File: config.mk
export PLATFORM = sky130hd
export DESIGN_NAME = note_display_scheduler
export DESIGN_NICKNAME = d
export VERILOG_FILES = /design/src/rtl/note_display_scheduler.sv
export SDC_FILE = /design/constraint.sdc
export NUM_CORES = 1
export LEC_CHECK = 0
export ABC_AREA = 1
export ABC_CLOCK_PERIOD_IN_PS = 2200
export CAP_MARGIN = 10
export CORE_MARGIN = 2
export CORE_UTILIZATION = 55
export DETAILED_ROUTE_END_ITERATION = 10
export PLACE_DENSITY = 0.76
export SLEW_MARGIN = 20
export SYNTH_ARGS = -nofsm -noshare
export SYNTH_HDL_FRONTEND = slang
export SYNTH_SLANG_ARGS = --single-unit
export TNS_END_PERCENT = 20
File: constraint.sdc
create_clock -name CLK -period 2.2 [get_ports CLK]
set_input_delay 0.44 -clock CLK [delete_from_list [all_inputs] [get_ports CLK]]
set_output_delay 0.44 -clock CLK [all_outputs]
set_load 0.005 [all_outputs]
File: src/rtl/note_display_scheduler.sv
// Note display scheduler: buffers note events from the key logic and sequences them onto the
// two-digit letter/octave seven-segment display. Each note gets a minimum hold time, and the
// display blanks after an idle timeout.
// Optional feature macro: SHARP_DP_EN adds an active-low decimal point output that is lit for
// sharps.
module note_display_scheduler #(
    parameter int unsigned HOLD_CYCLES = 50_000_000,
    parameter int unsigned IDLE_CYCLES = 200_000_000,
    parameter int unsigned FIFO_DEPTH  = 4
) (
    input  logic       CLK,
    input  logic       RST,
    input  logic       note_valid,
    output logic       note_ready,
    input  logic [3:0] note_semi,
    input  logic [3:0] note_oct,
    output logic [6:0] letter_seg,
    output logic [6:0] number_seg,
    output logic       busy,
    output logic       err_invalid
`ifdef SHARP_DP_EN
    ,
    output logic       sharp_dp
`endif
);

    localparam int unsigned PtrW  = $clog2(FIFO_DEPTH);
    localparam int unsigned CntW  = PtrW + 1;
    localparam int unsigned HoldW = $clog2(HOLD_CYCLES);
    localparam int unsigned IdleW = $clog2(IDLE_CYCLES);

    localparam logic [CntW-1:0]  Full     = CntW'(FIFO_DEPTH);
    localparam logic [HoldW-1:0] HoldLast = HoldW'(HOLD_CYCLES - 1);
    localparam logic [IdleW-1:0] IdleLast = IdleW'(IDLE_CYCLES - 1);
    localparam logic [6:0]       Blank    = 7'h7F;

    typedef enum logic [1:0] {StIdle, StShow, StLinger} state_e;

    // Segment patterns are {g,f,e,d,c,b,a}, active-low; sharps reuse the natural below them.
    function automatic logic [6:0] letter_of(input logic [3:0] semi);
        logic [6:0] seg;
        case (semi)
            4'd0, 4'd1:  seg = 7'b1000110; // C
            4'd2, 4'd3:  seg = 7'b0100001; // d
            4'd4:        seg = 7'b0000110; // E
            4'd5, 4'd6:  seg = 7'b0001110; // F
            4'd7, 4'd8:  seg = 7'b1000010; // G
            4'd9, 4'd10: seg = 7'b0001000; // A
            4'd11:       seg = 7'b0000011; // b
            default:     seg = Blank;
        endcase
        return seg;
    endfunction

    function automatic logic [6:0] digit_of(input logic [3:0] oct);
        logic [6:0] seg;
        case (oct)
            4'd0:    seg = 7'b1000000;
            4'd1:    seg = 7'b1111001;
            4'd2:    seg = 7'b0100100;
            4'd3:    seg = 7'b0110000;
            4'd4:    seg = 7'b0011001;
            4'd5:    seg = 7'b0010010;
            4'd6:    seg = 7'b0000010;
            4'd7:    seg = 7'b1111000;
            4'd8:    seg = 7'b0000000;
            default: seg = Blank;
        endcase
        return seg;
    endfunction

`ifdef SHARP_DP_EN
    function automatic logic is_sharp(input logic [3:0] semi);
        return (semi == 4'd1) || (semi == 4'd3) || (semi == 4'd6) ||
               (semi == 4'd8) || (semi == 4'd10);
    endfunction
`endif

    state_e            state_q, state_d;
    logic [HoldW-1:0]  hold_cnt_q, hold_cnt_d;
    logic [IdleW-1:0]  idle_cnt_q, idle_cnt_d;
    logic [6:0]        letter_q, letter_d;
    logic [6:0]        number_q, number_d;
    logic              busy_q, busy_d;
    logic              err_q, err_d;
    logic              ready_q, ready_d;
    logic [PtrW-1:0]   wr_ptr_q, wr_ptr_d;
    logic [PtrW-1:0]   rd_ptr_q, rd_ptr_d;
    logic [CntW-1:0]   cnt_q, cnt_d;
    logic [7:0]        mem_q [FIFO_DEPTH];
`ifdef SHARP_DP_EN
    logic              sharp_q, sharp_d;
`endif

    logic       accept;
    logic       evt_ok;
    logic       push;
    logic       pop;
    logic       load;
    logic       empty;
    logic [3:0] head_semi;
    logic [3:0] head_oct;

    // Input handshake and FIFO bookkeeping; invalid events are consumed but never stored.
    always_comb begin
        accept    = note_valid & ready_q;
        evt_ok    = (note_semi < 4'd12) && (note_oct < 4'd9);
        push      = accept & evt_ok;
        err_d     = accept & ~evt_ok;
        empty     = (cnt_q == '0);
        head_semi = mem_q[rd_ptr_q][7:4];
        head_oct  = mem_q[rd_ptr_q][3:0];
        wr_ptr_d  = push ? wr_ptr_q + 1'b1 : wr_ptr_q;
        rd_ptr_d  = pop ? rd_ptr_q + 1'b1 : rd_ptr_q;
        case ({push, pop})
            2'b10:   cnt_d = cnt_q + 1'b1;
            2'b01:   cnt_d = cnt_q - 1'b1;
            default: cnt_d = cnt_q;
        endcase
        // Ready follows the registered count, so it stays low for a whole full cycle.
        ready_d = (cnt_d != Full);
    end

    // Display FSM: IDLE -> SHOW (fixed hold) -> LINGER (until next note or idle timeout).
    always_comb begin
        state_d    = state_q;
        hold_cnt_d = hold_cnt_q;
        idle_cnt_d = idle_cnt_q;
        letter_d   = letter_q;
        number_d   = number_q;
        pop        = 1'b0;
        load       = 1'b0;
`ifdef SHARP_DP_EN
        sharp_d    = sharp_q;
`endif
        case (state_q)
            StIdle: begin
                if (!empty) begin
                    load = 1'b1;
                end
            end
            StShow: begin
                if (hold_cnt_q == HoldLast) begin
                    idle_cnt_d = '0;
                    state_d    = StLinger;
                end else begin
                    hold_cnt_d = hold_cnt_q + 1'b1;
                end
            end
            StLinger: begin
                // A waiting note wins over the timeout in the same cycle.
                if (!empty) begin
                    load = 1'b1;
                end else if (idle_cnt_q == IdleLast) begin
                    letter_d = Blank;
                    number_d = Blank;
`ifdef SHARP_DP_EN
                    sharp_d  = 1'b1;
`endif
                    state_d  = StIdle;
                end else begin
                    idle_cnt_d = idle_cnt_q + 1'b1;
                end
            end
            default: begin
                state_d = StIdle;
            end
        endcase
        if (load) begin
            pop        = 1'b1;
            letter_d   = letter_of(head_semi);
            number_d   = digit_of(head_oct);
`ifdef SHARP_DP_EN
            sharp_d    = ~is_sharp(head_semi);
`endif
            hold_cnt_d = '0;
            state_d    = StShow;
        end
        busy_d = (state_d != StIdle);
    end

    // State and output registers with synchronous reset.
    always_ff @(posedge CLK) begin
        if (RST) begin
            state_q    <= StIdle;
            hold_cnt_q <= '0;
            idle_cnt_q <= '0;
            letter_q   <= Blank;
            number_q   <= Blank;
            busy_q     <= 1'b0;
            err_q      <= 1'b0;
            ready_q    <= 1'b1;
            wr_ptr_q   <= '0;
            rd_ptr_q   <= '0;
            cnt_q      <= '0;
`ifdef SHARP_DP_EN
            sharp_q    <= 1'b1;
`endif
        end else begin
            state_q    <= state_d;
            hold_cnt_q <= hold_cnt_d;
            idle_cnt_q <= idle_cnt_d;
            letter_q   <= letter_d;
            number_q   <= number_d;
            busy_q     <= busy_d;
            err_q      <= err_d;
            ready_q    <= ready_d;
            wr_ptr_q   <= wr_ptr_d;
            rd_ptr_q   <= rd_ptr_d;
            cnt_q      <= cnt_d;
`ifdef SHARP_DP_EN
            sharp_q    <= sharp_d;
`endif
        end
    end

    // FIFO storage; contents need no reset since the count gates every read.
    always_ff @(posedge CLK) begin
        if (push && !RST) begin
            mem_q[wr_ptr_q] <= {note_semi, note_oct};
        end
    end

    assign note_ready  = ready_q;
    assign letter_seg  = letter_q;
    assign number_seg  = number_q;
    assign busy        = busy_q;
    assign err_invalid = err_q;
`ifdef SHARP_DP_EN
    assign sharp_dp    = sharp_q;
`endif

endmodule
Word level (Yosys, flattened, before mapping)
Memories as Yosys holds them, arrays and structs flattened. A register that Yosys moved wholly into a read port is not among the register bits. Cells that the tools add are included.

$lt $le $gt $ge: 2. Bitwise logic cells: 5. Add/sub/neg operators: 6. Reductions and logical operators: 15. Equal/unequal tests: 10. Muxes and demuxes: 22.

Operators by type and width (number): $mux 28 (3); $pmux 28 s2 (1); $mux 7 (5); $add 28x1->28 const B (1); $eq 28x28->1 const B (1); $add 26x1->26 const B (1); $eq 26x26->1 const B (1); $mux 2 (6); $reduce_bool 2->1 (5); $lt 4x4->1 const B (2); $ne 2x2->1 const B (3); $pmux 2 s3 (1); $pmux 3 s2 (1); $mux 1 (5); $add 2x1->2 const B (2); $eq 2x1->1 const B (2); $eq 2x2->1 const B (2); $reduce_and 4->1 (1); $reduce_or 2->1 (2); $add 3x1->3 const B (1); $and 1x1->1 (3); $logic_not 3->1 (1); $ne 3x3->1 const B (1); $reduce_and 3->1 (1); other kinds (6) (8).

Input bits: 11. Word-level logic and storage cells: 74. Bits in registers: 80. Memories: 3. Output and inout bits: 17. ROM bits: 224. RAM bits: 32.

Memories: (name not given) (words 16, width 7, read ports 1, clocked after Yosys merged registers in 0, wr ports 0, RTL line 42) `case (semi)`; (name not given) (words 16, width 7, read ports 1, clocked after Yosys merged registers in 0, wr ports 0, RTL line 57) `case (oct)`; mem_q (words 4, width 8, read ports 1, clocked after Yosys merged registers in 1, wr ports 1, RTL line 90) `logic [7:0] mem_q [FIFO_DEPTH];`.

Longest topological paths before layout
Gate-level depths: netlist (run 1).

Depth after elaboration: 7. Depth in mapped cells: 14. Mapped depth without buffers: 12.

Worst setup path before layout (run 1)
No wires, ideal clock.

Path type: input to register. Start: input note_oct[2]. End: register ready_q (netlist: note_ready). Buffers on the path: 0. Arrival time: 1.975 ns. Data required time: 2.075 ns. Path slack: 0.099 ns. Cell stages on the path: 11. Library setup time: 0.125 ns. Path through: o31a_1 > a21oi_1 > nand2_1 > ha_1 > inv_1 > fa_1 > a21oi_1 > o21ai_0 > o21ai_0 > a21oi_1 > nand3_1.

Word-level cells in the longest chain between the ends: 6. Elaborated cells between the ends (all ways): 7. Those cells by class: order compare: 1; eq/ne: 3; mux: 1; bitwise: 1; reduce/logical: 1.

Ends and longest elaborated chain: start: declaration (RTL line 16) `input logic [3:0] note_oct,`; $lt 4x4->1 (*) (RTL line 107) `evt_ok = (note_semi < 4'd12) && (note_oct < 4'd9);`; $logic_and 1x1->1 (*) (RTL line 107); $and 1x1->1 (*) (RTL line 108) `push = accept & evt_ok;`; $eq 2x1->1 or $eq 2x2->1 (tied branches) (RTL line 115) `case ({push, pop})`; $pmux 3 s2 (*) (RTL line 115); $ne 3x3->1 (*) (RTL line 121) `ready_d = (cnt_d != Full);`; end signal: assignment (RTL line 207) `ready_q <= ready_d;`; end: declaration (RTL line 86) `logic ready_q, ready_d;`.

Mark *: on every way between the ends. The rest lies on a longest branch, timed or not. A chain may end at the register's enable or synchronous reset.

Final worst setup path (run 1)
Start: input note_oct[2]. End: register cnt_q[2].

Word-level cells in the longest chain between the ends: 5. Elaborated cells between the ends (all ways): 6. Those cells by class: order compare: 1; eq/ne: 2; mux: 1; bitwise: 1; reduce/logical: 1.

Ends and longest elaborated chain: $lt 4x4->1 (*) (RTL line 107); $logic_and 1x1->1 (*) (RTL line 107); $and 1x1->1 (*) (RTL line 108); $eq 2x1->1 or $eq 2x2->1 (tied branches) (RTL line 115); $pmux 3 s2 (*) (RTL line 115); end signal: assignment (RTL line 210) `cnt_q <= cnt_d;`; end: declaration (RTL line 89) `logic [CntW-1:0] cnt_q, cnt_d;`.

Marks and branches as above.

==> flow_metrics.py, run 1 <==
metrics = {
    "critical_path": {
        "path_class": "input pin to flip-flop",
        "timing.rr.start": "cnt_q[0]",
        "end_kind": "flip-flop",
        "crit_fanout": 2,
        "reg2reg_slack_ns": 0.17,
        "start_kind": "input pin",
        "startpoint": "note_oct[2]",
        "cp_data_required_time_ns": 2.51,
        "r2r_cells": 10,
        "cp.arrival_ns": 2.49,
    },
    "sta": {
        "finalMaxSlewViolations": 0,
        "rsz0062_at_grt": "yes",
        "finalHoldViolCount": 0,
        "clock_skew_ns": 0.0107,
        "fin_hold_ws_ns": 0.305,
        "fin_crit_sh_pct": 98.8,
        "fin_tns_setup_ns": 0,
        "clock.fmax_mhz": 460,
        "min_period_ns": 2.17,
        "setup_viol": 0,
        "slew_headroom_pct": 67.4,
        "tightestPinTransition_ns": 0.488,
    },
    "route": {
        "routedWlPerCell_um": 13.0,
        "drc": 0,
        "wl_um": 14700,
        "dr.pass1.iters": 5,
        "drt_iter0_drc": 521,
        "viasPerCell": 5.21,
        "vias": 5887,
        "drtAntennaViolNets": 0,
    },
    "yosys": {
        "seq_area_frac_synth_pct": 41.3,
        "ys.flop_type": "dfxtp_1",
        "syn-mean-instance-area_um2": 6.86,
        "yosys-top-cells-area": "dfxtp_1, nand2_1, edfxtp_1, nor2_1, nand3_1",
        "synthDistinctLibCells": 35,
        "async_reset_ff_share_pct": 0,
        "synth_top_cell_by_area": "dfxtp_1",
        "syn-num-nets": 946,
        "synthCells": 919,
        "yosys.area.top_type_share_pct": 26.0,
        "netlist_area_um2": 6300,
        "synth_seq_cells": 114,
        "yosysWarnings": 0,
        "synth_edf_count": 32,
    },
    "placed_design": {
        "portBuffers": 27,
        "dpl.hpwl_um": 10500,
        "dpl_cell_area_um2": 6890,
        "place_congestion": 0.965,
    },
    "grt": {
        "grt_pass1_vias": 5525,
        "grt_pass1_wl_um": 25100,
        "grt.overflow.total": 0,
        "antenna_found_initial": 0,
        "track_usage_pct": 24.9,
        "grt_max_degree": 34,
    },
    "run_status": {
        "outcome": "finished, final reports clean",
    },
    "power": {
        "power.total_w": 0.00778,
        "powerDensity_nw_per_um2": 1030,
        "ir_drop_v": 0.000987,
        "p_leak_nw": 2.84,
    },
    "clock_tree": {
        "cts_tree": "built",
        "cts_max_level": 4,
        "cts.sinks": 114,
        "max-clock-path-buffers": 2,
        "ctsHoldBuffers": 0,
        "cts.clk_slew.worst_paths_ns": 0.05,
        "numCtsBuffers": 17,
        "cts-root-buf": "clkbuf_16",
        "worstSkewPairLatency_ns": 0.42,
    },
    "floorplanning": {
        "dieHeight_um": 111,
        "initial_core_util_pct": 55.7,
        "num_rows": 39,
        "die_x_um": 111,
        "io_pins": 28,
        "dieArea_um2": 12300,
        "core_area_um2": 11300,
    },
    "cells_and_area": {
        "syn_to_final_growth_pct": 19.8,
        "drive_gt1_share_pct": 10.4,
        "fin_area_um2": 7550,
        "final_nets": 1002,
        "fillers": 936,
        "n_antenna_cell": 0,
        "utilization_pct": 66.7,
    },
    "min_path": {
        "min_from": "RST",
        "min_delay_path_depth": 2,
        "hp-class": "input pin to flip-flop",
    },
    "flow_run": {
        "maxCapViolations": 0,
    },
}
## routing by layer
layer / share of wire [%] / up-vias / global-route usage (%)
li1: - / 3058 / -
met1: 46 / 2645 / 31.8
met2: 47 / 166 / 41.3
met3: 5.4 / 18 / 5.90
met4: 1.6 / 0 / 9.22
met5: 0 / - / 0
## cell usage in the layout, fill, tap and decap left out, types with 12 or more instances in the layout
| master | count |
|---|---|
| a21oi_1 | 54 |
| a21oi_2 | 12 |
| buf_4 | 34 |
| clkbuf_16 | 17 |
| clkdlybuf4s50_1 | 25 |
| dfxtp_1 | 81 |
| edfxtp_1 | 32 |
| ha_1 | 14 |
| inv_1 | 79 |
| nand2_1 | 313 |
| nand3_1 | 78 |
| nor2_1 | 124 |
| o21ai_0 | 17 |
## per-stage QoR
| step | instances | setup slack (ns) |
|---|---|---|
| floorplan | 919 | 0.0994 |
| global placement | 1097 | -0.341 |
| detailed placement | 1097 | -0.433 |
| CTS | 1129 | 0.0421 |
| global route | 1131 | -0.0857 |
| finish | 1131 | 0.0255 |
## final cells by class
cell class	count	area [µm²]	area share, %
well taps	143	179	2.37
multi-input cells	689	3240	42.9
clock inverters	15	183	2.42
repair buffers	64	583	7.72
flip-flops and latches	114	2600	34.5
clock buffers	17	425	5.63
inverters	89	334	4.42
## state kept, by name, summed over array words and instances, names as in the netlist, named ones only
register / flops
rd_ptr_q: 2
number_seg: 7
letter_seg: 7
cnt_q: 3
err_invalid: 1
wr_ptr_q: 2
mem_q: 32
hold_cnt_q: 26
busy: 1
idle_cnt_q: 28
note_ready: 1
state_q: 2
## critical path, stage by stage
cell and delay [ns]:
clkdlybuf4s50_1 0.50, o31a_1 0.19, a21oi_2 0.05, nand2_1 0.10
ha_1 0.15, inv_1 0.06, fa_1 0.38, a21oi_1 0.16
o21ai_1 0.12, o21ai_1 0.17, a21oi_2 0.06, buf_4 0.13
## where the power goes
group,internal (W),leakage (nW),switching [W],total (W)
clock,0.00179,0.286,0.00101,0.00279
sequential,0.00237,0.955,0.000154,0.00253
combinational,0.000968,1.60,0.00149,0.00246
## cell families after synthesis
| logic type | share of synthesized area, % |
|---|---|
| DFF | 41.3 |
| xor gates and xnor gates | 2.50 |
| and+or+nand+nor | 36.6 |
| AOI/OAI and AO/OA | 8.80 |
| adders and majority gates | 3.30 |
| buffers and inverters | 7.54 |
## cell usage after synthesis, types with 2 or more instances
master	n
clkinv_1	3
nand2_1	314
nor3b_1	3
nand3_1	78
and3_1	2
nor2_4	2
nor2_2	4
o21ai_1	4
nand4_1	7
nor2_1	126
clkbuf_1	15
buf_6	2
ha_1	15
o211ai_1	5
a21oi_2	10
buf_2	5
a21oi_1	56
a32oi_1	2
xor2_1	11
nor3_1	11
inv_1	79
inv_2	7
dfxtp_1	82
o21ai_0	19
edfxtp_1	32
nand3b_1	6
xnor2_1	7
buf_4	5
## final timing paths
check	endpoint
max	cnt_q[2]
min	state_q[0]
max reg2reg	cnt_q[2]
min reg2reg	number_seg[1]
## repair_timing
item | in CTS | in global routing
endpoints found under the setup margin | 1 | 39
pin swaps | 0 | 1
hold endpoints to repair | 0 | 0
gates resized for setup | 1 | 9
setup buffers | 0 | 2
Note: power is estimated with default switching activity, not from simulation.
==> inputs of run 2 (changes only) <==
- CTS_BUF_LIST: default -> sky130_fd_sc_hd__clkbuf_16
==> results of run 2 <==
Same layout as run 1: the final DEF is identical, and so are final timing and power.
